===== src/rtl/xcvr_seq_pkg.sv =====
// Shared definitions for the transceiver link sequencer: state encoding,
// default timing parameters, status bundle layout and small helpers.
package xcvr_seq_pkg;

    localparam int unsigned ST_W    = 3;
    localparam int unsigned TIMER_W = 32;
    localparam int unsigned RETRY_W = 4;
    localparam int unsigned STAT_W  = 16;
    localparam int unsigned SYNC_W  = 7;

    localparam int unsigned DEF_RST_HOLD      = 64;
    localparam int unsigned DEF_LTR_DWELL     = 5000;
    localparam int unsigned DEF_TIMEOUT       = 1000000;
    localparam int unsigned DEF_MAX_RETRY     = 4;
    localparam int unsigned DEF_LOSS_DEBOUNCE = 16;

    typedef enum logic [ST_W-1:0] {
        ST_IDLE     = 3'd0,
        ST_RESET    = 3'd1,
        ST_WAIT_CAL = 3'd2,
        ST_LTR      = 3'd3,
        ST_LTD      = 3'd4,
        ST_UP       = 3'd5,
        ST_FAIL     = 3'd6
    } seq_state_e;

    // Status inputs as seen after the synchroniser; first field is the MSB.
    typedef struct packed {
        logic lockedtodata;
        logic lockedtoref;
        logic reconfig_busy;
        logic rx_cal_busy;
        logic tx_cal_busy;
        logic rx_ready;
        logic tx_ready;
    } xcvr_status_t;

    function automatic logic [RETRY_W-1:0] retry_sat_inc(input logic [RETRY_W-1:0] v);
        return (v == '1) ? v : v + RETRY_W'(1);
    endfunction

endpackage


===== src/rtl/xcvr_sync2.sv =====
// Two-flop synchroniser for quasi-static status bits crossing into CLK.
module xcvr_sync2 #(
    parameter int unsigned WIDTH = 1
) (
    input  logic             CLK,
    input  logic             nRST,
    input  logic [WIDTH-1:0] d_i,
    output logic [WIDTH-1:0] q_o
);

    logic [WIDTH-1:0] meta_q;
    logic [WIDTH-1:0] sync_q;

    always_ff @(posedge CLK or negedge nRST) begin
        if (!nRST) begin
            meta_q <= '0;
            sync_q <= '0;
        end else begin
            meta_q <= d_i;
            sync_q <= meta_q;
        end
    end

    assign q_o = sync_q;

endmodule


===== src/rtl/xcvr_link_sequencer.sv =====
// Bring-up and recovery sequencer for one transceiver channel (reset, cal wait,
// CDR LTR->LTD walk, lock-loss monitor, bounded retry). XCVR_SEQ_STATS_EN adds lock_loss_cnt.
module xcvr_link_sequencer
    import xcvr_seq_pkg::*;
#(
    parameter int unsigned RST_HOLD      = DEF_RST_HOLD,
    parameter int unsigned LTR_DWELL     = DEF_LTR_DWELL,
    parameter int unsigned TIMEOUT       = DEF_TIMEOUT,
    parameter int unsigned MAX_RETRY     = DEF_MAX_RETRY,
    parameter int unsigned LOSS_DEBOUNCE = DEF_LOSS_DEBOUNCE
) (
    input  logic               CLK,
    input  logic               nRST,
    input  logic               start,
    input  logic               tx_ready,
    input  logic               rx_ready,
    input  logic               tx_cal_busy,
    input  logic               rx_cal_busy,
    input  logic               reconfig_busy,
    input  logic               rx_is_lockedtoref,
    input  logic               rx_is_lockedtodata,
    output logic               xcvr_reset,
    output logic               rx_set_locktoref,
    output logic               rx_set_locktodata,
    output logic               link_up,
    output logic               link_fail,
    output logic [RETRY_W-1:0] retry_cnt,
    output logic [ST_W-1:0]    seq_state
`ifdef XCVR_SEQ_STATS_EN
    ,
    output logic [STAT_W-1:0]  lock_loss_cnt
`endif
);

    localparam int unsigned DWELL_W = $clog2(LTR_DWELL + 1);
    localparam int unsigned LOSS_W  = $clog2(LOSS_DEBOUNCE + 1);

    xcvr_status_t status_raw;
    xcvr_status_t status_s;

    seq_state_e         state_q, state_d;
    logic [TIMER_W-1:0] timer_q, timer_d;
    logic [DWELL_W-1:0] dwell_q, dwell_d;
    logic [LOSS_W-1:0]  loss_q, loss_d;
    logic [RETRY_W-1:0] retry_q, retry_d;

    logic xcvr_reset_q, xcvr_reset_d;
    logic ltr_q, ltr_d;
    logic ltd_q, ltd_d;
    logic link_up_q, link_up_d;
    logic link_fail_q, link_fail_d;

    logic timed_out;
    logic cal_done;
    logic attempt_fail;

    assign status_raw = {rx_is_lockedtodata, rx_is_lockedtoref, reconfig_busy,
                         rx_cal_busy, tx_cal_busy, rx_ready, tx_ready};

    xcvr_sync2 #(
        .WIDTH (SYNC_W)
    ) u_status_sync (
        .CLK  (CLK),
        .nRST (nRST),
        .d_i  (status_raw),
        .q_o  (status_s)
    );

    assign timed_out = (timer_q == TIMER_W'(TIMEOUT - 1));
    assign cal_done  = !status_s.tx_cal_busy && !status_s.rx_cal_busy &&
                       !status_s.reconfig_busy && status_s.tx_ready;

    // Next-state and next-output decode; outputs follow the state being entered.
    always_comb begin
        state_d      = state_q;
        retry_d      = retry_q;
        dwell_d      = '0;
        loss_d       = '0;
        attempt_fail = 1'b0;

        if ((state_q != ST_IDLE) && !start) begin
            state_d = ST_IDLE;
            retry_d = '0;
        end else begin
            unique case (state_q)
                ST_IDLE: begin
                    if (start) state_d = ST_RESET;
                end
                ST_RESET: begin
                    if (timer_q == TIMER_W'(RST_HOLD - 1)) state_d = ST_WAIT_CAL;
                end
                ST_WAIT_CAL: begin
                    if (cal_done)       state_d = ST_LTR;
                    else if (timed_out) attempt_fail = 1'b1;
                end
                ST_LTR: begin
                    if (status_s.lockedtoref) dwell_d = dwell_q + DWELL_W'(1);
                    if (status_s.lockedtoref && (dwell_q == DWELL_W'(LTR_DWELL - 1)))
                        state_d = ST_LTD;
                    else if (timed_out)
                        attempt_fail = 1'b1;
                end
                ST_LTD: begin
                    if (status_s.lockedtodata && status_s.rx_ready) state_d = ST_UP;
                    else if (timed_out)                              attempt_fail = 1'b1;
                end
                ST_UP: begin
                    if (!status_s.lockedtodata) begin
                        loss_d = loss_q + LOSS_W'(1);
                        if (loss_q == LOSS_W'(LOSS_DEBOUNCE - 1)) attempt_fail = 1'b1;
                    end
                end
                ST_FAIL: begin
                    state_d = ST_FAIL;
                end
                default: begin
                    state_d = ST_IDLE;
                end
            endcase

            if (attempt_fail) begin
                retry_d = retry_sat_inc(retry_q);
                state_d = (retry_d == RETRY_W'(MAX_RETRY)) ? ST_FAIL : ST_RESET;
            end
            if (state_d == ST_UP) retry_d = '0;
        end

        // Timer and per-state counters restart on every state entry.
        if (state_d != state_q) begin
            timer_d = '0;
            dwell_d = '0;
            loss_d  = '0;
        end else begin
            timer_d = timer_q + TIMER_W'(1);
        end

        xcvr_reset_d = (state_d == ST_IDLE) || (state_d == ST_RESET) || (state_d == ST_FAIL);
        ltr_d        = (state_d == ST_LTR);
        ltd_d        = (state_d == ST_LTD) || (state_d == ST_UP);
        link_up_d    = (state_d == ST_UP);
        link_fail_d  = (state_d == ST_FAIL);
    end

    always_ff @(posedge CLK or negedge nRST) begin
        if (!nRST) begin
            state_q      <= ST_IDLE;
            timer_q      <= '0;
            dwell_q      <= '0;
            loss_q       <= '0;
            retry_q      <= '0;
            xcvr_reset_q <= 1'b1;
            ltr_q        <= 1'b0;
            ltd_q        <= 1'b0;
            link_up_q    <= 1'b0;
            link_fail_q  <= 1'b0;
        end else begin
            state_q      <= state_d;
            timer_q      <= timer_d;
            dwell_q      <= dwell_d;
            loss_q       <= loss_d;
            retry_q      <= retry_d;
            xcvr_reset_q <= xcvr_reset_d;
            ltr_q        <= ltr_d;
            ltd_q        <= ltd_d;
            link_up_q    <= link_up_d;
            link_fail_q  <= link_fail_d;
        end
    end

    assign xcvr_reset        = xcvr_reset_q;
    assign rx_set_locktoref  = ltr_q;
    assign rx_set_locktodata = ltd_q;
    assign link_up           = link_up_q;
    assign link_fail         = link_fail_q;
    assign retry_cnt         = retry_q;
    assign seq_state         = state_q;

`ifdef XCVR_SEQ_STATS_EN
    // Debounced lock-loss events; survives start toggling, cleared only by nRST.
    logic [STAT_W-1:0] loss_cnt_q;
    logic              loss_event;

    assign loss_event = start && (state_q == ST_UP) && !status_s.lockedtodata &&
                        (loss_q == LOSS_W'(LOSS_DEBOUNCE - 1));

    always_ff @(posedge CLK or negedge nRST) begin
        if (!nRST) begin
            loss_cnt_q <= '0;
        end else if (loss_event && (loss_cnt_q != '1)) begin
            loss_cnt_q <= loss_cnt_q + STAT_W'(1);
        end
    end

    assign lock_loss_cnt = loss_cnt_q;
`endif

endmodule


===== config.mk =====
export PLATFORM = sky130hd
export DESIGN_NAME = xcvr_link_sequencer
export DESIGN_NICKNAME = d
export VERILOG_FILES = /design/src/rtl/xcvr_seq_pkg.sv /design/src/rtl/xcvr_sync2.sv /design/src/rtl/xcvr_link_sequencer.sv
export SDC_FILE = /design/constraint.sdc
export NUM_CORES = 1
export LEC_CHECK = 0
export CORE_ASPECT_RATIO = 1.1
export CORE_MARGIN = 3
export CORE_UTILIZATION = 53
export CTS_BUF_LIST = sky130_fd_sc_hd__clkbuf_16
export CTS_CLUSTER_DIAMETER = 80
export CTS_CLUSTER_SIZE = 20
export DETAILED_ROUTE_END_ITERATION = 7
export PLACE_DENSITY = 0.75
export SLEW_MARGIN = 20
export SYNTH_ARGS = -nofsm -noshare
export SYNTH_HDL_FRONTEND = slang
export SYNTH_SLANG_ARGS = --single-unit

===== constraint.sdc =====
create_clock -name CLK -period 2.5 [get_ports CLK]
set_input_delay 0.375 -clock CLK [delete_from_list [all_inputs] [get_ports CLK]]
set_output_delay 0.375 -clock CLK [all_outputs]
set_load 0.03 [all_outputs]

==> flow_metrics.tcl <==
set metrics [dict create \
    synth_cell_types 52 \
    grt_max_degree 77 \
    clock_latency_ns 0.34 \
    synth_top_area_share 0.4990 \
    synthArstFlopShare 1.000 \
    synth_top_area_cell "dfrtp_1" \
    antenna_found_initial 0 \
    die_h_um 94.35 \
    synthCells 355 \
    die_width_um 86.32 \
    slowest_stage "or4_4" \
    layout_min_cycle_time_ns 2.829 \
    ios 22 \
    violations "negative setup slack" \
    worst_pin_slew_ns 0.9140 \
    syn_area_um2 3761 \
    synth_edf_count 0 \
    cts_tree "yes" \
    cpPeakStageDelay_ns 0.54 \
    place_area_um2 4584 \
    finalSetupViolations 53 \
    ys_warn_count 0 \
    hold_path_class "input pin to asynchronous set/reset pin" \
    drt-initial-drc-count 211 \
    core-area_um2 6749 \
    remaining_drc_errors 0 \
    cp.arrival_ns 3.06 \
    avgSynthCellArea_um2 10.59 \
    drive_gt1_frac 0.2967 \
    peakVddDrop_uv 739.6 \
    slew_violations 0 \
    power.leakage_uw 0.002176 \
    yosys_register_bits 76 \
    path_clk_slew_ns 0.06 \
    max-clock-path-buffers 2 \
    power_density_nw_per_um2 652.1 \
    design_area_um2 5206 \
    fmax_mhz 353.5 \
    vias 3175 \
    start_util 0.5573 \
    ys.flop_type "dfrtp_1" \
    finalWorstSetupSlack_ns -0.3288 \
    fin_crit_sh 1.132 \
    finish.net_count 465 \
    wirelength_mm 9.242 \
    syn_nets 370 \
    p_total_uw 3395 \
    vias_per_cell 5.912 \
    postRouteAntennaNets 0 \
    num-fill-cells 409 \
    worst_ep_required_time_ns 2.73 \
    fin_skew_ns 0.005367 \
    crit_type "register to register" \
    cp_max_fo 5 \
    rows 31 \
    ys_seq_area_frac 0.5060 \
    cp-end-kind "register" \
    first_global_vias 3007 \
    hold_buffers 0 \
    max_cap_violations 0 \
    cts_num_sinks 76 \
    slew_headroom 0.3906 \
    post_drt_wl_per_cell_um 17.21 \
    grt_util_all_layers 0.2293 \
    fp.dieArea_um2 8144 \
    post-dp-hpwl_mm 5.631 \
    gp_congestion 0.8508 \
    grt_pass1_wl_mm 14.55 \
    cts_root_buf "clkbuf_16" \
    hold_violations 0 \
    htreeDepth 3 \
    rsz0062_at_grt "yes" \
    io_buffers 21 \
    holdWs_ns 0.1661 \
    first_pass_iters 5 \
    critPathLaunchType "register" \
    synth_area_leaders "dfrtp_1 (50%), xnor2_1 (6.1%), xor2_1 (4.4%), nor3_1 (4.0%), nor4_1 (2.8%)" \
    area_growth_pct 38.42 \
    status "finished with violations" \
    antennaDiodeCount 0 \
    cts_buffers 9 \
    cp_cell_sequence "or4_4 > nor4_4 > nand4_1 > o31a_1 > and4b_1 > a211oi_4 > buf_6 > clkbuf_16 > nor4b_4" \
    gr-total-overflow 0 \
]
-- kinds of logic (layout without fill, tap and decap cells) --
logic type      Yosys count  in the layout  share of synthesized area
flops                    76             76                     0.5060
fa+ha+maj                 5              5                    0.01663
simple gates            174            174                     0.2721
xor+xnor                 45             45                     0.1048
mux                       5              5                    0.01364
buf+inv                  22            122                    0.02695
compound gates           28             28                    0.05988
-- synth_stat cells (all sizes together), types with 10 or more instances --
library cell  instances
dfrtp                75
nor3                 30
xnor2                26
nor4                 25
nand2                23
nand3                21
nor2                 21
xor2                 19
nand4                13
nor3b                10
-- layer usage --
metal	vias up	share of wire	global-route usage	wire, µm
met5	-	0	0	0
met4	0	0.032	0.07922	298
met3	24	0.046	0.05061	424
met2	99	0.52	0.3846	4780
met1	1565	0.40	0.2930	3739
li1	1487	-	-	-
-- path summary, 6_finish.rpt --
path	slack [ns]	to	cells after the start	startpoint
setup / recovery	-0.33	loss_q[1]$_DFF_PN0_	9	timer_q[7]$_DFF_PN0_
hold / removal	0.17	dwell_q[10]$_DFF_PN0_	1	nRST
setup reg to reg	-0.33	loss_q[1]$_DFF_PN0_	9	timer_q[7]$_DFF_PN0_
hold reg to reg	0.35	u_status_sync.q_o[0]$_DFF_PN0_	0	u_status_sync.meta_q[0]$_DFF_PN0_
max in group asynchronous	1.73	retry_cnt[1]$_DFFE_PN0P_	1	nRST
min in group CLK	0.35	u_status_sync.q_o[0]$_DFF_PN0_	0	u_status_sync.meta_q[0]$_DFF_PN0_
-- where the power goes --
part           leakage (µW)  switching (µW)  internal (µW)
registers           0.00102            22.5           1270
logic               0.00102             529            327
clock network      0.000135             487            756
total               0.00218            1040           2360
-- critical path: cells and delay by family (launching register included) --
kind | cells | cell delay [ns]
buf+inv | 2 | 0.30
simple gates | 5 | 1.64
compound gates | 2 | 0.40
flops | 1 | 0.38
-- what timing repair did --
item | in CTS | in global routing
hold endpoints to repair | 0 | 0
gates cloned | 0 | 2
setup endpoints to repair | 55 | 60
gates resized for setup | 12 | 32
pin swaps | 0 | 6
setup buffers | 3 | 5
-- stage by stage --
stage,instances,util,setup TNS (ns),setup slack (ns)
2_1_floorplan,355,-,-0.2104,-0.008827
3_3_place_gp,511,0.6793,-9.551,-0.2305
3_5_place_dp,511,0.6793,-12.23,-0.2986
4_1_cts,530,0.7345,-8.417,-0.2087
5_1_grt,537,0.7714,-20.55,-0.4366
6_report,537,0.7714,-11.84,-0.3288
-- area by class of cell --
| class | count | area (µm²) | share of cell area |
|---|---|---|---|
| clock buffer | 9 | 225.2 | 0.04326 |
| clock inverter | 7 | 57.56 | 0.01106 |
| inverter | 8 | 30.03 | 0.005768 |
| multi-input combinational | 257 | 1991 | 0.3824 |
| sequential | 76 | 1903 | 0.3655 |
| tap | 82 | 102.6 | 0.01971 |
| timing repair buffer | 98 | 897.1 | 0.1723 |
-- layout by cell type (no fill, tap or decap), drive strengths merged, types with 2 or more instances in the layout --
| cell | n |
|---|---|
| a211oi | 4 |
| a21oi | 8 |
| a2bb2oi | 2 |
| a31oi | 2 |
| and2 | 2 |
| and3 | 8 |
| and4 | 5 |
| and4b | 2 |
| buf | 77 |
| clkbuf | 10 |
| clkdlybuf4s50 | 20 |
| clkinv | 5 |
| dfrtp | 75 |
| ha | 5 |
| inv | 8 |
| mux2i | 4 |
| nand2 | 23 |
| nand2b | 2 |
| nand3 | 21 |
| nand4 | 13 |
| nor2 | 21 |
| nor2b | 3 |
| nor3 | 30 |
| nor3b | 10 |
| nor4 | 25 |
| nor4b | 4 |
| o21ai | 2 |
| or4 | 2 |
| xnor2 | 26 |
| xor2 | 19 |
-- sequential cells by signal, summed over array words and instances, names as in the netlist --
name	cells
dwell_q	13
rx_set_locktodata	1
u_status_sync.q_o	7
xcvr_reset	1
seq_state	3
loss_q	5
rx_set_locktoref	1
link_up	1
retry_cnt	4
timer_q	32
u_status_sync.meta_q	7
link_fail	1
Power figures use the tool's default switching activity.
